## src/rtl/ctrl_sequencer_if.sv

```systemverilog
// Sequencer bus: run request, program memory read, ALU status and all control strobes.
// The sequencer side uses the master modport; memory/datapath/bench use the slave modport.
interface ctrl_sequencer_if;
  logic       run;
  logic [7:0] prog_mem_data;
  logic       alu_zero;
  logic [4:0] prog_cnt;
  logic [3:0] instr_code;
  logic       load_en;
  logic       store_en;
  logic       R0_ce;
  logic       R1_ce;
  logic       R0_oe;
  logic       R1_oe;
  logic       acu_ce;
  logic [2:0] alu_op;
  logic       halted;
  logic       illegal;

  modport master (
    input  run, prog_mem_data, alu_zero,
    output prog_cnt, instr_code, load_en, store_en, R0_ce, R1_ce, R0_oe, R1_oe,
           acu_ce, alu_op, halted, illegal
  );

  modport slave (
    output run, prog_mem_data, alu_zero,
    input  prog_cnt, instr_code, load_en, store_en, R0_ce, R1_ce, R0_oe, R1_oe,
           acu_ce, alu_op, halted, illegal
  );
endinterface

```

## src/rtl/ctrl_sequencer.sv

```systemverilog
// Fetch/decode/execute control sequencer for an 8-bit accumulator datapath.
// Strobes are registered: they are computed on the DECODE->EXEC transition so they are valid for exactly the EXEC cycle.
module ctrl_sequencer (
  input  logic             clk,
  input  logic             rst,
  ctrl_sequencer_if.master bus
);

  typedef enum logic [2:0] {
    S_IDLE   = 3'd0,
    S_FETCH  = 3'd1,
    S_DECODE = 3'd2,
    S_EXEC   = 3'd3,
    S_TARGET = 3'd4,
    S_HALT   = 3'd5
  } state_e;

  typedef struct packed {
    logic       load_en;
    logic       store_en;
    logic       r0_ce;
    logic       r1_ce;
    logic       r0_oe;
    logic       r1_oe;
    logic       acu_ce;
    logic [2:0] alu_op;
    logic       illegal;
    logic       halted;
  } out_t;

  state_e     state_q, state_d;
  logic [4:0] pc_q, pc_d;
  // Only the opcode nibble and the register-select bit of the instruction are ever used.
  logic [4:0] ir_q, ir_d;
  logic       zflag_q, zflag_d;
  out_t       out_q, out_d;

  logic [3:0] op_s;
  logic       rsel_s;
  logic       is_alu_s;

  assign op_s     = ir_q[4:1];
  assign rsel_s   = ir_q[0];
  assign is_alu_s = (op_s >= 4'h4) && (op_s <= 4'h8);

  always_comb begin
    state_d = state_q;
    pc_d    = pc_q;
    ir_d    = ir_q;
    zflag_d = zflag_q;
    out_d   = '0;
    case (state_q)
      S_IDLE: begin
        if (bus.run) state_d = S_FETCH;
        else         state_d = S_IDLE;
      end
      S_FETCH: begin
        ir_d    = {bus.prog_mem_data[7:4], bus.prog_mem_data[0]};
        pc_d    = pc_q + 5'd1;
        state_d = S_DECODE;
      end
      S_DECODE: begin
        state_d = S_EXEC;
        case (op_s)
          4'h1: begin
            out_d.load_en = 1'b1;
            if (rsel_s) out_d.r1_ce = 1'b1;
            else        out_d.r0_ce = 1'b1;
          end
          4'h2: begin
            out_d.store_en = 1'b1;
            if (rsel_s) out_d.r1_oe = 1'b1;
            else        out_d.r0_oe = 1'b1;
          end
          4'h3: begin
            if (rsel_s) out_d.r1_ce = 1'b1;
            else        out_d.r0_ce = 1'b1;
          end
          4'h4, 4'h5, 4'h6, 4'h7, 4'h8: begin
            out_d.r0_oe  = 1'b1;
            out_d.r1_oe  = 1'b1;
            out_d.acu_ce = 1'b1;
            case (op_s)
              4'h5:    out_d.alu_op = 3'd1;
              4'h6:    out_d.alu_op = 3'd2;
              4'h7:    out_d.alu_op = 3'd3;
              4'h8:    out_d.alu_op = 3'd4;
              default: out_d.alu_op = 3'd0;
            endcase
          end
          4'hB, 4'hC, 4'hD, 4'hE: out_d.illegal = 1'b1;
          default: out_d = '0;
        endcase
      end
      S_EXEC: begin
        if (is_alu_s) zflag_d = bus.alu_zero;
        else          zflag_d = zflag_q;
        case (op_s)
          4'h9, 4'hA: state_d = S_TARGET;
          4'hF: begin
            state_d      = S_HALT;
            out_d.halted = 1'b1;
          end
          default: state_d = S_FETCH;
        endcase
      end
      S_TARGET: begin
        // Not-taken JZ steps over the operand byte that prog_cnt currently addresses.
        if ((op_s == 4'h9) || zflag_q) pc_d = bus.prog_mem_data[4:0];
        else                           pc_d = pc_q + 5'd1;
        state_d = S_FETCH;
      end
      S_HALT: begin
        state_d      = S_HALT;
        out_d.halted = 1'b1;
      end
      default: state_d = S_IDLE;
    endcase
  end

  always_ff @(posedge clk or posedge rst) begin
    if (rst) begin
      state_q <= S_IDLE;
      pc_q    <= 5'd0;
      ir_q    <= 5'd0;
      zflag_q <= 1'b0;
      out_q   <= '0;
    end else begin
      state_q <= state_d;
      pc_q    <= pc_d;
      ir_q    <= ir_d;
      zflag_q <= zflag_d;
      out_q   <= out_d;
    end
  end

  assign bus.prog_cnt   = pc_q;
  assign bus.instr_code = ir_q[4:1];
  assign bus.load_en    = out_q.load_en;
  assign bus.store_en   = out_q.store_en;
  assign bus.R0_ce      = out_q.r0_ce;
  assign bus.R1_ce      = out_q.r1_ce;
  assign bus.R0_oe      = out_q.r0_oe;
  assign bus.R1_oe      = out_q.r1_oe;
  assign bus.acu_ce     = out_q.acu_ce;
  assign bus.alu_op     = out_q.alu_op;
  assign bus.illegal    = out_q.illegal;
  assign bus.halted     = out_q.halted;

endmodule

```

## src/flat_wrapper.sv

```systemverilog
// flat-port wrapper written by rule: the top's interface ports become plain ports
module ctrl_sequencer_flat 
  (clk, rst, bus_run, bus_prog_mem_data, bus_alu_zero, bus_prog_cnt, bus_instr_code, bus_load_en, bus_store_en, bus_R0_ce, bus_R1_ce, bus_R0_oe, bus_R1_oe, bus_acu_ce, bus_alu_op, bus_halted, bus_illegal);
  ctrl_sequencer_if bus_i ();
  input  logic clk;
  input  logic rst;
  input wire logic [$bits(bus_i.run)-1:0] bus_run;
  input wire logic [$bits(bus_i.prog_mem_data)-1:0] bus_prog_mem_data;
  input wire logic [$bits(bus_i.alu_zero)-1:0] bus_alu_zero;
  output wire logic [$bits(bus_i.prog_cnt)-1:0] bus_prog_cnt;
  output wire logic [$bits(bus_i.instr_code)-1:0] bus_instr_code;
  output wire logic [$bits(bus_i.load_en)-1:0] bus_load_en;
  output wire logic [$bits(bus_i.store_en)-1:0] bus_store_en;
  output wire logic [$bits(bus_i.R0_ce)-1:0] bus_R0_ce;
  output wire logic [$bits(bus_i.R1_ce)-1:0] bus_R1_ce;
  output wire logic [$bits(bus_i.R0_oe)-1:0] bus_R0_oe;
  output wire logic [$bits(bus_i.R1_oe)-1:0] bus_R1_oe;
  output wire logic [$bits(bus_i.acu_ce)-1:0] bus_acu_ce;
  output wire logic [$bits(bus_i.alu_op)-1:0] bus_alu_op;
  output wire logic [$bits(bus_i.halted)-1:0] bus_halted;
  output wire logic [$bits(bus_i.illegal)-1:0] bus_illegal;
  assign bus_i.run = bus_run;
  assign bus_i.prog_mem_data = bus_prog_mem_data;
  assign bus_i.alu_zero = bus_alu_zero;
  assign bus_prog_cnt = bus_i.prog_cnt;
  assign bus_instr_code = bus_i.instr_code;
  assign bus_load_en = bus_i.load_en;
  assign bus_store_en = bus_i.store_en;
  assign bus_R0_ce = bus_i.R0_ce;
  assign bus_R1_ce = bus_i.R1_ce;
  assign bus_R0_oe = bus_i.R0_oe;
  assign bus_R1_oe = bus_i.R1_oe;
  assign bus_acu_ce = bus_i.acu_ce;
  assign bus_alu_op = bus_i.alu_op;
  assign bus_halted = bus_i.halted;
  assign bus_illegal = bus_i.illegal;
  ctrl_sequencer u_core (.clk(clk), .rst(rst), .bus(bus_i));
endmodule
```

## config.mk

```make
export PLATFORM = sky130hd
export DESIGN_NAME = ctrl_sequencer_flat
export DESIGN_NICKNAME = d
export VERILOG_FILES = /design/src/rtl/ctrl_sequencer_if.sv /design/src/rtl/ctrl_sequencer.sv /design/src/flat_wrapper.sv
export SDC_FILE = /design/constraint.sdc
export NUM_CORES = 1
export LEC_CHECK = 0
export BUFFER_PORTS_ARGS = -buffer_cell sky130_fd_sc_hd__buf_4
export CAP_MARGIN = 30
export CORE_ASPECT_RATIO = 1.75
export CORE_MARGIN = 2
export CORE_UTILIZATION = 35
export DETAILED_ROUTE_END_ITERATION = 8
export PLACE_DENSITY = 0.64
export RECOVER_POWER = 25
export SLEW_MARGIN = 20
export SYNTH_ARGS = -nofsm -noshare
export SYNTH_HDL_FRONTEND = slang
export SYNTH_SLANG_ARGS = --single-unit
```

## constraint.sdc

```tcl
create_clock -name clk -period 1.8 [get_ports clk]
set_input_delay 0.36 -clock clk [delete_from_list [all_inputs] [get_ports clk]]
set_output_delay 0.36 -clock clk [all_outputs]
set_load 0.05 [all_outputs]
```

### Yosys cells after proc, flatten, opt, wreduce, memory -nomap -nowiden

Index checks and enable logic that the tools add are counted.

* register bits after elaboration: 26
* output and inout bits: 21

* add/sub/neg operators: 1
* $lt $le $gt $ge: 2
* equality and inequality tests: 20
* multiplexer cells: 17
* reduce and logical (&&, ||, !) cells: 9

Operators with widths (count)
* 4-bit equality test, second input constant: 8
* 3-bit one-hot mux with 6 select lines: 1
* 4-bit by 3-bit equality test with 1-bit output, second input constant: 4
* 3-bit one-hot mux with 4 select lines: 1
* 11-bit 2-to-1 mux: 1
* 5-bit one-hot mux with 2 select lines: 1
* 4-bit by 2-bit equality test with 1-bit output, second input constant: 2
* 1-bit 2-to-1 mux: 7
* 3-bit by 2-bit equality test with 1-bit output, second input constant: 2
* 3-bit equality test, second input constant: 2
* 3-bit one-hot mux with 2 select lines: 1
* 5-bit by 1-bit adder with 5-bit output, second input constant: 1
* 5-bit 2-to-1 mux: 1
* 5-bit OR reduction: 1
* 4-bit by 1-bit equality test with 1-bit output, second input constant: 1
* 4-bit by 3-bit greater-or-equal comparator with 1-bit output, second input constant: 1
* 4-bit <= comparator, second input constant: 1
* 4-bit 2-to-1 mux: 1
* 2-bit one-hot mux with 2 select lines: 1
* 2-bit OR reduction: 2
* 4-bit OR reduction: 1
* 3-bit by 1-bit equality test with 1-bit output, second input constant: 1
* 3-bit logical NOT: 1
* 2-bit 2-to-1 mux: 1
* 5 further kinds: 5

### Logic depth before layout (Yosys ltp)

Gate-level depths: netlist of run 1.

* word-level depth: 4
* gate-level depth with buffers: 5
* depth with buffers taken out: 5

### Least setup slack after synthesis of run 1

OpenSTA, ideal clock, no wires.

* kind: flip-flop to flip-flop
* start: register u_core.pc_q[0] (netlist: u_core.bus.prog_cnt[0])
* end: register u_core.pc_q[4] (netlist: u_core.bus.prog_cnt[4])
* setup time: 123 ps
* arrival: 1479 ps
* data required time: 1677 ps
* setup slack: 198 ps
* stages on the path, launching flop included: 6
* clock period less this slack: 1602 ps
* path through: dfrtp_1 -> ha_1 -> and3_1 -> a21oi_1 -> nor2_1 -> o221a_2

* word-level cells in the longest chain between the ends: 3

RTL lines
* from (decl): RTL line ctrl_sequencer.sv:32 `logic [4:0] pc_q, pc_d;`
* from (signal assigned): RTL line ctrl_sequencer.sv:130 `pc_q <= pc_d;`
* 5-bit by 1-bit adder with 5-bit output (*): RTL line ctrl_sequencer.sv:59, ctrl_sequencer.sv:110
* 5-bit 2-to-1 mux: RTL line ctrl_sequencer.sv:109 `if ((op_s == 4'h9) || zflag_q) pc_d = bus.prog_mem_data[4:0];`
* 5-bit one-hot mux with 2 select lines (*): RTL line ctrl_sequencer.sv:52 `case (state_q)`

Every way passes the cells marked *; elsewhere a longest branch is shown, timed or not.
A chain may end at the register's enable or synchronous reset.

### Worst setup path in the final report of run 1

* start: register u_core.ir_q[3]
* end: register u_core.zflag_q

* word-level cells in the longest chain between the ends: 3

RTL lines
* from (decl): RTL line ctrl_sequencer.sv:34 `logic [4:0] ir_q, ir_d;`
* from (signal assigned): RTL line ctrl_sequencer.sv:131 `ir_q <= ir_d;`
* 4-bit by 3-bit greater-or-equal comparator with 1-bit output / 4-bit <= comparator (equally long branches): RTL line ctrl_sequencer.sv:44 `assign is_alu_s = (op_s >= 4'h4) && (op_s <= 4'h8);`
* 1-bit logical AND (*): RTL line ctrl_sequencer.sv:44
* 2-bit AND reduction (no line) (*)
* to (signal assigned): RTL line ctrl_sequencer.sv:132 `zflag_q <= zflag_d;`
* to (decl): RTL line ctrl_sequencer.sv:35 `logic zflag_q, zflag_d;`

Marks and branches as above.

==> metrics.md, run 1 <==
| Metric | Value |
|---|---|
| Reg2reg end | `u_core.zflag_q` |
| Fin crit share | `0.9322` |
| FF+latch area | `650.6 um2` |
| Ant diodes | `0` |
| Hold path cells | `3` |
| Via Count | `1,036` |
| DP HPWL | `2.185 mm` |
| Max cap viols | `0` |
| CTS Buf Count | `3` |
| Die footprint | `4198 um2` |
| Critical Path Fanout Max | `7` |
| Core region area | `3592 um2` |
| Layout cells sized above 1 | `0.3270` |
| Iteration-0 DRC Markers | `17` |
| Largest net degree at the start of global routing | `27` |
| Cts repair resizes | `0` |
| GRT Overall Usage | `0.1470` |
| Yosys cell types | `37` |
| Slew Limit Headroom | `0.04881` |
| CP Class | `reg2reg` |
| Max Clk Rate | `596.0 MHz` |
| Synthesized Nets | `138` |
| Clock Skews | `12.77 ps` |
| Cells after Synth | `125` |
| Final setup TNS | `0 ps` |
| Initial antenna violation count | `0` |
| Row count | `29` |
| Final Setup Violations | `0` |
| Top Ports | `33` |
| First-pass GRT wire length | `4.740 mm` |
| Prevailing post-synth register cell | `dfrtp_1` |
| Max clock buf depth | `2` |
| # placed instances | `201` |
| RSZ-0062 raised after global routing | `no` |
| # port buffers | `32` |
| Worst min-delay path startpoint | `bus_prog_mem_data[7]` |
| Final core utilization | `0.4598` |
| Power Dens Cells | `2008 nW/um2` |
| Leakage power | `0.8310 nW` |
| DR DRC count | `0` |
| Number of synthesized flops with an enable pin | `0` |
| Register area share after synthesis | `0.5053` |
| Vias in the first global route | `1,063` |
| DRT antenna net count | `0` |
| Avg Inst Size Synth | `10.30 um2` |
| Die width | `49.85 um` |
| Die H | `84.23 um` |
| WP data required | `1960 ps` |
| R2R depth | `4` |
| # fillers | `349` |
| Max IR drop VDD | `784.8 uV` |
| Status | `completed` |
| Worst Slack Setup Final | `122.0 ps` |
| First-pass DRT Iterations | `4` |
| Tmin final | `1678 ps` |
| Clk Tree Root Cell | `clkbuf_8` |
| Yosys warns | `0` |
| Flop2flop setup slack | `120 ps` |
| Wirelength per Cell | `14.01 um` |
| Fin. Hold Viols | `0` |
| Routability cong. | `0.8569` |
| Hold WC Path Type | `in2reg` |
| Number of synthesized register bits | `26` |
| GRT Residual Overflow | `0` |
| Critical Path AT | `1840 ps` |
| Power consumption | `3.316 mW` |
| DR vias/cell | `5.054` |
| Crit path from | `u_core.ir_q[3]` |
| CTS tree | `yes` |
| Post-synth ARST share | `1.000` |
| Initial core utilization | `0.3584` |
| Worst r2r src | `u_core.ir_q[3]` |
| Reg clk slew, reported paths | `100 ps` |
| CP endpoint kind | `flip-flop` |
| CTS Sinks | `26` |
| Worst slew pin tran | `1427 ps` |
| Fin nets | `173` |
| Post-CTS setup repair buffer count | `0` |
| Worst skew pair latency | `280 ps` |
| Footprint of the multi-input gates | `571.8 um2` |
| Hold_buf cts | `0` |
| Mapped Area | `1287 um2` |
| Total wire length | `2.872 mm` |
| Hold EP | `u_core.ir_q[4]` |
| Max Slew Vio Count | `0` |
| Layout area overhead | `28.28%` |
| Final Non-Filler Cells | `205` |
| Worst slack at placement | `127.6 ps` |
| CP startpoint kind | `flip-flop` |
| Max H-tree Level | `1` |
state kept, by name (all words and copies together) (netlist names):
signal               cells
u_core.bus.R0_ce         1
u_core.bus.R0_oe         1
u_core.bus.R1_ce         1
u_core.bus.R1_oe         1
u_core.bus.acu_ce        1
u_core.bus.alu_op        3
u_core.bus.halted        1
u_core.bus.illegal       1
u_core.bus.load_en       1
u_core.bus.prog_cnt      5
u_core.bus.store_en      1
u_core.ir_q              5
u_core.state_q           3
u_core.zflag_q           1
cell usage after synthesis, types with 2 or more instances:
cell / number / share of area
o21a_1: 2 / 0.012
nor3b_1: 2 / 0.012
nand3_1: 4 / 0.016
dfrtp_1: 26 / 0.51
or3b_1: 4 / 0.027
o221a_2: 3 / 0.026
nor2_1: 7 / 0.020
o21ai_0: 4 / 0.016
nand2b_1: 2 / 0.0097
buf_4: 6 / 0.035
nor3_1: 4 / 0.016
and2_1: 2 / 0.0097
clkbuf_1: 3 / 0.0087
nand2_1: 23 / 0.067
nand3b_1: 2 / 0.012
a21oi_1: 4 / 0.016
xor2_1: 2 / 0.014
a21o_1: 2 / 0.012
and3_1: 5 / 0.024
cell families (layout without fill, tap and decap cells):
logic type | count (synthesis) | after routing | share of synthesized area
AOI/OAI and AO/OA | 20 | 20 | 0.1224
muxes | 2 | 2 | 0.01943
buffers and inverters | 11 | 45 | 0.05052
DFF | 26 | 26 | 0.5053
xor gates and xnor gates | 3 | 3 | 0.02041
and+or+nand+nor | 62 | 62 | 0.2721
adders and majority gates | 1 | 1 | 0.009717
cell type report:
class | instances | area share
clock buffers | 3 | 0.02500
clock inverters | 1 | 0.01818
inverters | 1 | 0.002273
multi-input cells | 88 | 0.3462
flip-flops and latches | 26 | 0.3939
well taps | 46 | 0.03485
repair buffers | 40 | 0.1795
per-layer routing:
layer,vias to the layer above,GRT usage,share of wire
met5,-,0,0
met3,5,0.02491,0.037
met2,24,0.2667,0.55
met1,510,0.1556,0.39
met4,0,0.08081,0.021
li1,497,-,-
worst max-delay path, cell delays in order, from the launching register on:
cell      delay [ps]
dfrtp_1          450
or3b_1           440
o21a_1           220
nand3b_4         160
mux2_4           290
metrics by stage:
stage / hold slack, ps / area, um2
after floorplan: 400.0 / 1287
after global placement: 434.8 / 1584
after detailed placement: 455.1 / 1584
after CTS: 151.5 / 1655
after global routing: 268.5 / 1652
final: 261.7 / 1652
layout by cell type (no fill, tap or decap), types with 3 or more instances in the layout:
cell type  count
nand2_1       23
a21oi_1        4
o21ai_0        4
o221a_2        3
dfrtp_1       26
nor2_1         7
nand3_1        4
buf_4         38
nor3_1         4
and3_1         5
or3b_1         4
clkbuf_8       3
where the power goes:
part | internal, mW | switching [mW] | total, mW | leakage [nW]
logic | 0.691 | 1.12 | 1.81 | 0.459
clock network | 0.298 | 0.199 | 0.497 | 0.0357
registers | 0.784 | 0.228 | 1.01 | 0.337
worst max path at each step:
stage / end / slack (ps) / depth (start not counted)
2_1_floorplan: u_core.bus.prog_cnt[4] / 200 / 5
3_5_place_dp: u_core.bus.prog_cnt[3] / 130 / 4
3_3_place_gp: u_core.bus.prog_cnt[3] / 180 / 4
4_1_cts: u_core.bus.prog_cnt[3] / 120 / 4
6_report: u_core.zflag_q / 120 / 4
5_1_grt: u_core.bus.prog_cnt[3] / 60 / 4
Note: power is estimated with default switching activity, not from simulation.
==> inputs of run 2 (changes only) <==
Settings changed: CORE_ASPECT_RATIO 1.75 to unset, CTS_BUF_LIST set to sky130_fd_sc_hd__clkbuf_16.
==> run 2 against run 1 <==
- via count shrank 2.4%
- wire length shrank 9.9%
- cell area grew 1.1%
- largest power group unchanged
- critical endpoint is now u_core.bus.prog_cnt[2]
==> metrics.md, run 2 (synthesis results as in run 1) <==
| Metric | Value |
|---|---|
| Status | `completed (unchanged)` |
| # fillers | `351 (was 349)` |
| First-pass DRT Iterations | `4 (unchanged)` |
| Worst slew pin tran | `1335 ps (was 1427 ps)` |
| Max clock buf depth | `2 (unchanged)` |
| GRT Residual Overflow | `0 (unchanged)` |
| WP data required | `1940 ps (was 1960 ps)` |
| DR vias/cell | `4.861 (was 5.054)` |
| Crit path depth | `4 (unchanged)` |
| CTS Buf Count | `3 (unchanged)` |
| First-pass GRT wire length | `4.416 mm (was 4.740 mm)` |
| Slew Limit Headroom | `0.1100 (was 0.04881)` |
| Max cap viols | `0 (unchanged)` |
| FF+latch area | `650.6 um2 (unchanged)` |
| Crit path max-delay cell type | `or3b_1 (was dfrtp_1)` |
| Final setup TNS | `0 ps (unchanged)` |
| Initial core utilization | `0.3570 (was 0.3584)` |
| Layout area overhead | `29.64% (was 28.28%)` |
| Total wire length | `2.588 mm (was 2.872 mm)` |
| Ant diodes | `0 (unchanged)` |
| Hold path cells | `3 (unchanged)` |
| CTS tree | `yes (unchanged)` |
| Clk Tree Root Cell | `clkbuf_16 (was clkbuf_8)` |
| Wirelength per Cell | `12.44 um (was 14.01 um)` |
| Max Slew Vio Count | `0 (unchanged)` |
| Worst skew pair latency | `260 ps (was 280 ps)` |
| Footprint of the multi-input gates | `571.8 um2 (unchanged)` |
| Top Ports | `33 (unchanged)` |
| Post-CTS setup repair buffer count | `0 (unchanged)` |
| Crit path largest cell delay | `570 ps (was 450 ps)` |
| # port buffers | `32 (unchanged)` |
| Fin. Hold Viols | `0 (unchanged)` |
| Fin crit share | `0.9300 (was 0.9322)` |
| Final Cell Area | `1669 um2 (was 1652 um2)` |
| GRT Overall Usage | `0.1353 (was 0.1470)` |
| Core region area | `3606 um2 (was 3592 um2)` |
| R2R depth | `4 (unchanged)` |
| Tmin final | `1674 ps (was 1678 ps)` |
| Die footprint | `4180 um2 (was 4198 um2)` |
| Hold_buf cts | `0 (unchanged)` |
| Die width | `64.65 um (was 49.85 um)` |
| CP Class | `reg2reg (unchanged)` |
| Crit path cell chain | `or3b_1 > nand2_1 > o21ai_0 > a221o_1 (was or3b_1 > o21a_1 > nand3b_4 > mux2_4)` |
| RSZ-0062 raised after global routing | `no (unchanged)` |
| Row count | `22 (was 29)` |
| Final Setup Violations | `0 (unchanged)` |
| Max Clk Rate | `597.4 MHz (was 596.0 MHz)` |
| DR DRC count | `0 (unchanged)` |
| CP startpoint kind | `flip-flop (unchanged)` |
| Initial antenna violation count | `0 (unchanged)` |
| Iteration-0 DRC Markers | `54 (was 17)` |
| CTS Sinks | `26 (unchanged)` |
| Family with the most delay on the worst path | `simple AND/OR/NAND/NOR gates (unchanged)` |
| CP endpoint kind | `flip-flop (unchanged)` |
| DRT antenna net count | `0 (unchanged)` |
| Clock Skews | `3.031 ps (was 12.77 ps)` |
| Vias in the first global route | `992 (was 1,063)` |
| Placed inst area | `1594 um2 (was 1584 um2)` |
| Hold WC Path Type | `in2reg (unchanged)` |
| Cts repair resizes | `0 (unchanged)` |
| Most common cell after layout, fill and taps aside | `buf_4 (unchanged)` |
| Buf/Inv on CP | `0 (unchanged)` |
| Critical Path Fanout Max | `9 (was 7)` |
| Routability cong. | `0.8573 (was 0.8569)` |
| Reg clk slew, reported paths | `60 ps (was 100 ps)` |
| DP HPWL | `1.954 mm (was 2.185 mm)` |
| Max H-tree Level | `1 (unchanged)` |
| Leakage power | `0.8386 nW (was 0.8310 nW)` |
| Die H | `64.65 um (was 84.23 um)` |
| Max IR drop VDD | `827.8 uV (was 784.8 uV)` |
| Critical Path AT | `1810 ps (was 1840 ps)` |
| Fin nets | `174 (was 173)` |
| Largest net degree at the start of global routing | `27 (unchanged)` |
| Power Dens Cells | `1972 nW/um2 (was 2008 nW/um2)` |
| Via Count | `1,011 (was 1,036)` |
| Commonest cells after routing, fill and taps aside | `buf_4 (39), dfrtp_1 (26), nand2_1 (23), nor2_1 (7), and3_1 (5) (was buf_4 (38), dfrtp_1 (26), nand2_1 (23), nor2_1 (7), and3_1 (5))` |
| Layout cells sized above 1 | `0.3250 (was 0.3270)` |
## run 2: cell types whose count changed in the layout (fill, tap and decap cells not counted)
cell	before	now
clkinv_1	0	1
buf_4	38	39
bufinv_16	1	0
clkbuf_16	0	3
clkbuf_8	3	0
## run 2: path summary, 6_finish.rpt
path                                      start                endpoint  slack, ps
setup reg to reg              u_core.state_q[2]  u_core.bus.prog_cnt[2]        130
max in group asynchronous                   rst       u_core.bus.acu_ce        470
hold / removal             bus_prog_mem_data[7]          u_core.ir_q[4]        290
setup / recovery              u_core.state_q[2]  u_core.bus.prog_cnt[2]        130
min in group asynchronous                   rst        u_core.bus.R0_ce        550
hold reg to reg                  u_core.ir_q[1]          u_core.ir_q[1]        510
## run 2: layout make-up
class	count	area share
sequential	26	0.3898
inverter	1	0.002249
timing repair buffer	41	0.1822
clock inverter	1	0.002249
multi-input combinational	88	0.3426
tap	48	0.03598
clock buffer	3	0.04498
## run 2: tightest hold or removal path, cell delays in order
cell,delay [ps]
buf_4,80
nand2_1,40
nand2_1,40
## run 2: per-layer routing
layer  vias up  part of all wire  track usage
li1        497                 -            -
met2        38              0.47       0.2331
met3         4             0.060      0.03472
met4         0             0.010      0.03989
met1       472              0.46       0.1667
met5         -                 0            0
## run 2: metrics by stage
step	hold WS, ps	power (mW)	setup slack (ps)	cells	utilization
finish	291.6	3.292	126.1	208	0.4629
global placement	435.2	2.801	144.3	204	0.4421
floorplan	400.0	2.358	198.1	125	-
global route	288.6	3.516	40.89	208	0.4629
detailed placement	441.6	2.825	132.9	204	0.4421
CTS	169.6	3.324	114.8	208	0.4639
## run 2: report_power, final
part	leakage (nW)	internal (mW)	switching (mW)
Combinational	0.463	0.704	1.13
Sequential	0.337	0.787	0.188
Clock	0.0385	0.297	0.187
Total	0.839	1.79	1.50
==> inputs of run 3 (changes only) <==
Settings changed: CTS_CLUSTER_SIZE set to 24, REMOVE_ABC_BUFFERS set to 1.
==> run 3 against run 2 <==
- first-iteration DRC count shrank 20%
- hold slack gained 6.0 ps
- register-to-register slack is essentially flat
- critical path depth is the same
- maximum frequency grew 0.15%
- combinational power is essentially flat
- clock power is essentially flat
==> metrics.md, run 3 (synthesis results as in run 1) <==
| Metric | Value |
|---|---|
| Fin. Hold Viols | `0 (unchanged)` |
| Status | `completed (unchanged)` |
| Largest net degree at the start of global routing | `27 (unchanged)` |
| Via Count | `1,013 (was 1,011)` |
| Initial core utilization | `0.3570 (unchanged)` |
| Initial antenna violation count | `0 (unchanged)` |
| CTS tree | `yes (unchanged)` |
| Worst Slack Setup Final | `128.5 ps (was 126.1 ps)` |
| Ant diodes | `0 (unchanged)` |
| Post-CTS setup repair buffer count | `0 (unchanged)` |
| GRT Residual Overflow | `0 (unchanged)` |
| Most common cell after layout, fill and taps aside | `buf_4 (unchanged)` |
| Fin nets | `175 (was 174)` |
| Tmin final | `1671 ps (was 1674 ps)` |
| Worst skew pair latency | `260 ps (about the same)` |
| DR vias/cell | `4.847 (was 4.861)` |
| GRT Overall Usage | `0.1444 (was 0.1353)` |
| Max IR drop VDD | `887.8 uV (was 827.8 uV)` |
| Die footprint | `4180 um2 (unchanged)` |
| Die width | `64.65 um (unchanged)` |
| Final Non-Filler Cells | `209 (was 208)` |
| Commonest cells after routing, fill and taps aside | `buf_4 (40), dfrtp_1 (26), nand2_1 (23), nor2_1 (7), and3_1 (5) (was buf_4 (39), dfrtp_1 (26), nand2_1 (23), nor2_1 (7), and3_1 (5))` |
| Max Clk Rate | `598.3 MHz (was 597.4 MHz)` |
| Power Dens Cells | `1988 nW/um2 (was 1972 nW/um2)` |
| First-pass GRT wire length | `4.719 mm (was 4.416 mm)` |
| Layout area overhead | `30.22% (was 29.64%)` |
| # port buffers | `32 (unchanged)` |
| RSZ-0062 raised after global routing | `no (unchanged)` |
| Row count | `22 (unchanged)` |
| Iteration-0 DRC Markers | `43 (was 54)` |
| Wirelength per Cell | `13.19 um (was 12.44 um)` |
| Setup crit end | `u_core.zflag_q (was u_core.bus.prog_cnt[2])` |
| Slew Limit Headroom | `0.09417 (was 0.1100)` |
| Max H-tree Level | `1 (unchanged)` |
| Worst slack at placement | `141.6 ps (was 132.9 ps)` |
| Max Slew Vio Count | `0 (unchanged)` |
| Flop2flop setup slack | `130 ps (about the same)` |
| Clk Tree Root Cell | `clkbuf_16 (unchanged)` |
| Total wire length | `2.756 mm (was 2.588 mm)` |
| Die H | `64.65 um (unchanged)` |
| Worst slew pin tran | `1359 ps (was 1335 ps)` |
| R2R depth | `4 (unchanged)` |
| DP HPWL | `2.134 mm (was 1.954 mm)` |
| Leakage power | `0.8436 nW (was 0.8386 nW)` |
| Critical Path AT | `1810 ps (about the same)` |
| CTS Sinks | `26 (unchanged)` |
| CP startpoint kind | `flip-flop (unchanged)` |
| Critical Path Fanout Max | `8 (was 9)` |
| Routability cong. | `0.8026 (was 0.8573)` |
| Layout cells sized above 1 | `0.3292 (was 0.3250)` |
| Final Setup Violations | `0 (unchanged)` |
| WP data required | `1940 ps (about the same)` |
| Final setup TNS | `0 ps (unchanged)` |
| Max cap viols | `0 (unchanged)` |
| Footprint of the multi-input gates | `571.8 um2 (unchanged)` |
| Cts repair resizes | `0 (unchanged)` |
| DR DRC count | `0 (unchanged)` |
| Top Ports | `33 (unchanged)` |
| Hold WC Path Type | `in2reg (unchanged)` |
| Reg clk slew, reported paths | `60 ps (about the same)` |
| CP endpoint kind | `flip-flop (unchanged)` |
| DRT antenna net count | `0 (unchanged)` |
| Reg2reg end | `u_core.zflag_q (was u_core.bus.prog_cnt[2])` |
| Max clock buf depth | `2 (unchanged)` |
| CP Class | `reg2reg (unchanged)` |
| Crit path from | `u_core.ir_q[3] (was u_core.state_q[2])` |
| Clock Skews | `2.925 ps (was 3.031 ps)` |
| # fillers | `340 (was 351)` |
| Final core utilization | `0.4650 (was 0.4629)` |
| CTS Buf Count | `3 (unchanged)` |
| FF+latch area | `650.6 um2 (unchanged)` |
| Core region area | `3606 um2 (unchanged)` |
| Hold_buf cts | `0 (unchanged)` |
| First-pass DRT Iterations | `4 (unchanged)` |
| Vias in the first global route | `1,019 (was 992)` |
| # placed instances | `205 (was 204)` |
| Fin crit share | `0.9286 (was 0.9300)` |
| Worst r2r src | `u_core.ir_q[3] (was u_core.state_q[2])` |
## run 3: cell count changes in the layout (fill, tap and decap cells not counted), sizes merged
cell / change
buf: +1
## run 3: how the worst min path moves through the flow
stage,startpoint,to,slack (ps),cells after the start
6_report,bus_prog_mem_data[7],u_core.ir_q[4],300,3
5_1_grt,bus_prog_mem_data[7],u_core.ir_q[4],310,3
4_1_cts,rst,u_core.bus.R0_ce,170,3
3_5_place_dp,rst,u_core.bus.R0_ce,450,3
3_3_place_gp,rst,u_core.bus.load_en,440,3
2_1_floorplan,rst,u_core.bus.R0_ce,400,1
## run 3: critical path, cell delays in order, from the launching register on
cell and delay [ps]:
dfrtp_1 450, or3b_1 440, o21a_1 220, nand3b_4 160
mux2_4 290
## run 3: power breakdown
part / leakage, nW / switching (mW) / internal, mW
registers: 0.337 / 0.209 / 0.787
logic: 0.468 / 1.14 / 0.714
clock network: 0.0385 / 0.186 / 0.297
## run 3: routing by layer
| layer | GRT usage | routed length [um] |
|---|---|---|
| met5 | 0 | 0 |
| met4 | 0.03989 | 30 |
| met3 | 0.02431 | 152 |
| met2 | 0.2513 | 1316 |
| met1 | 0.1853 | 1257 |
## run 3: cell type report
class / instances / area share
Sequential cell: 26 / 0.3881
Multi-Input combinational cell: 88 / 0.3410
Timing Repair Buffer: 42 / 0.1858
Clock buffer: 3 / 0.04478
Tap cell: 48 / 0.03582
Clock inverter: 1 / 0.002239
Inverter: 1 / 0.002239
## run 3: metrics by stage
stage / power [mW] / cell area (um2) / hold slack [ps]
2_1_floorplan: 2.231 / 1226 / 400.0
3_3_place_gp: 2.827 / 1602 / 436.9
3_5_place_dp: 2.866 / 1602 / 445.2
4_1_cts: 3.367 / 1680 / 170.8
5_1_grt: 3.556 / 1677 / 308.6
6_report: 3.333 / 1677 / 297.6
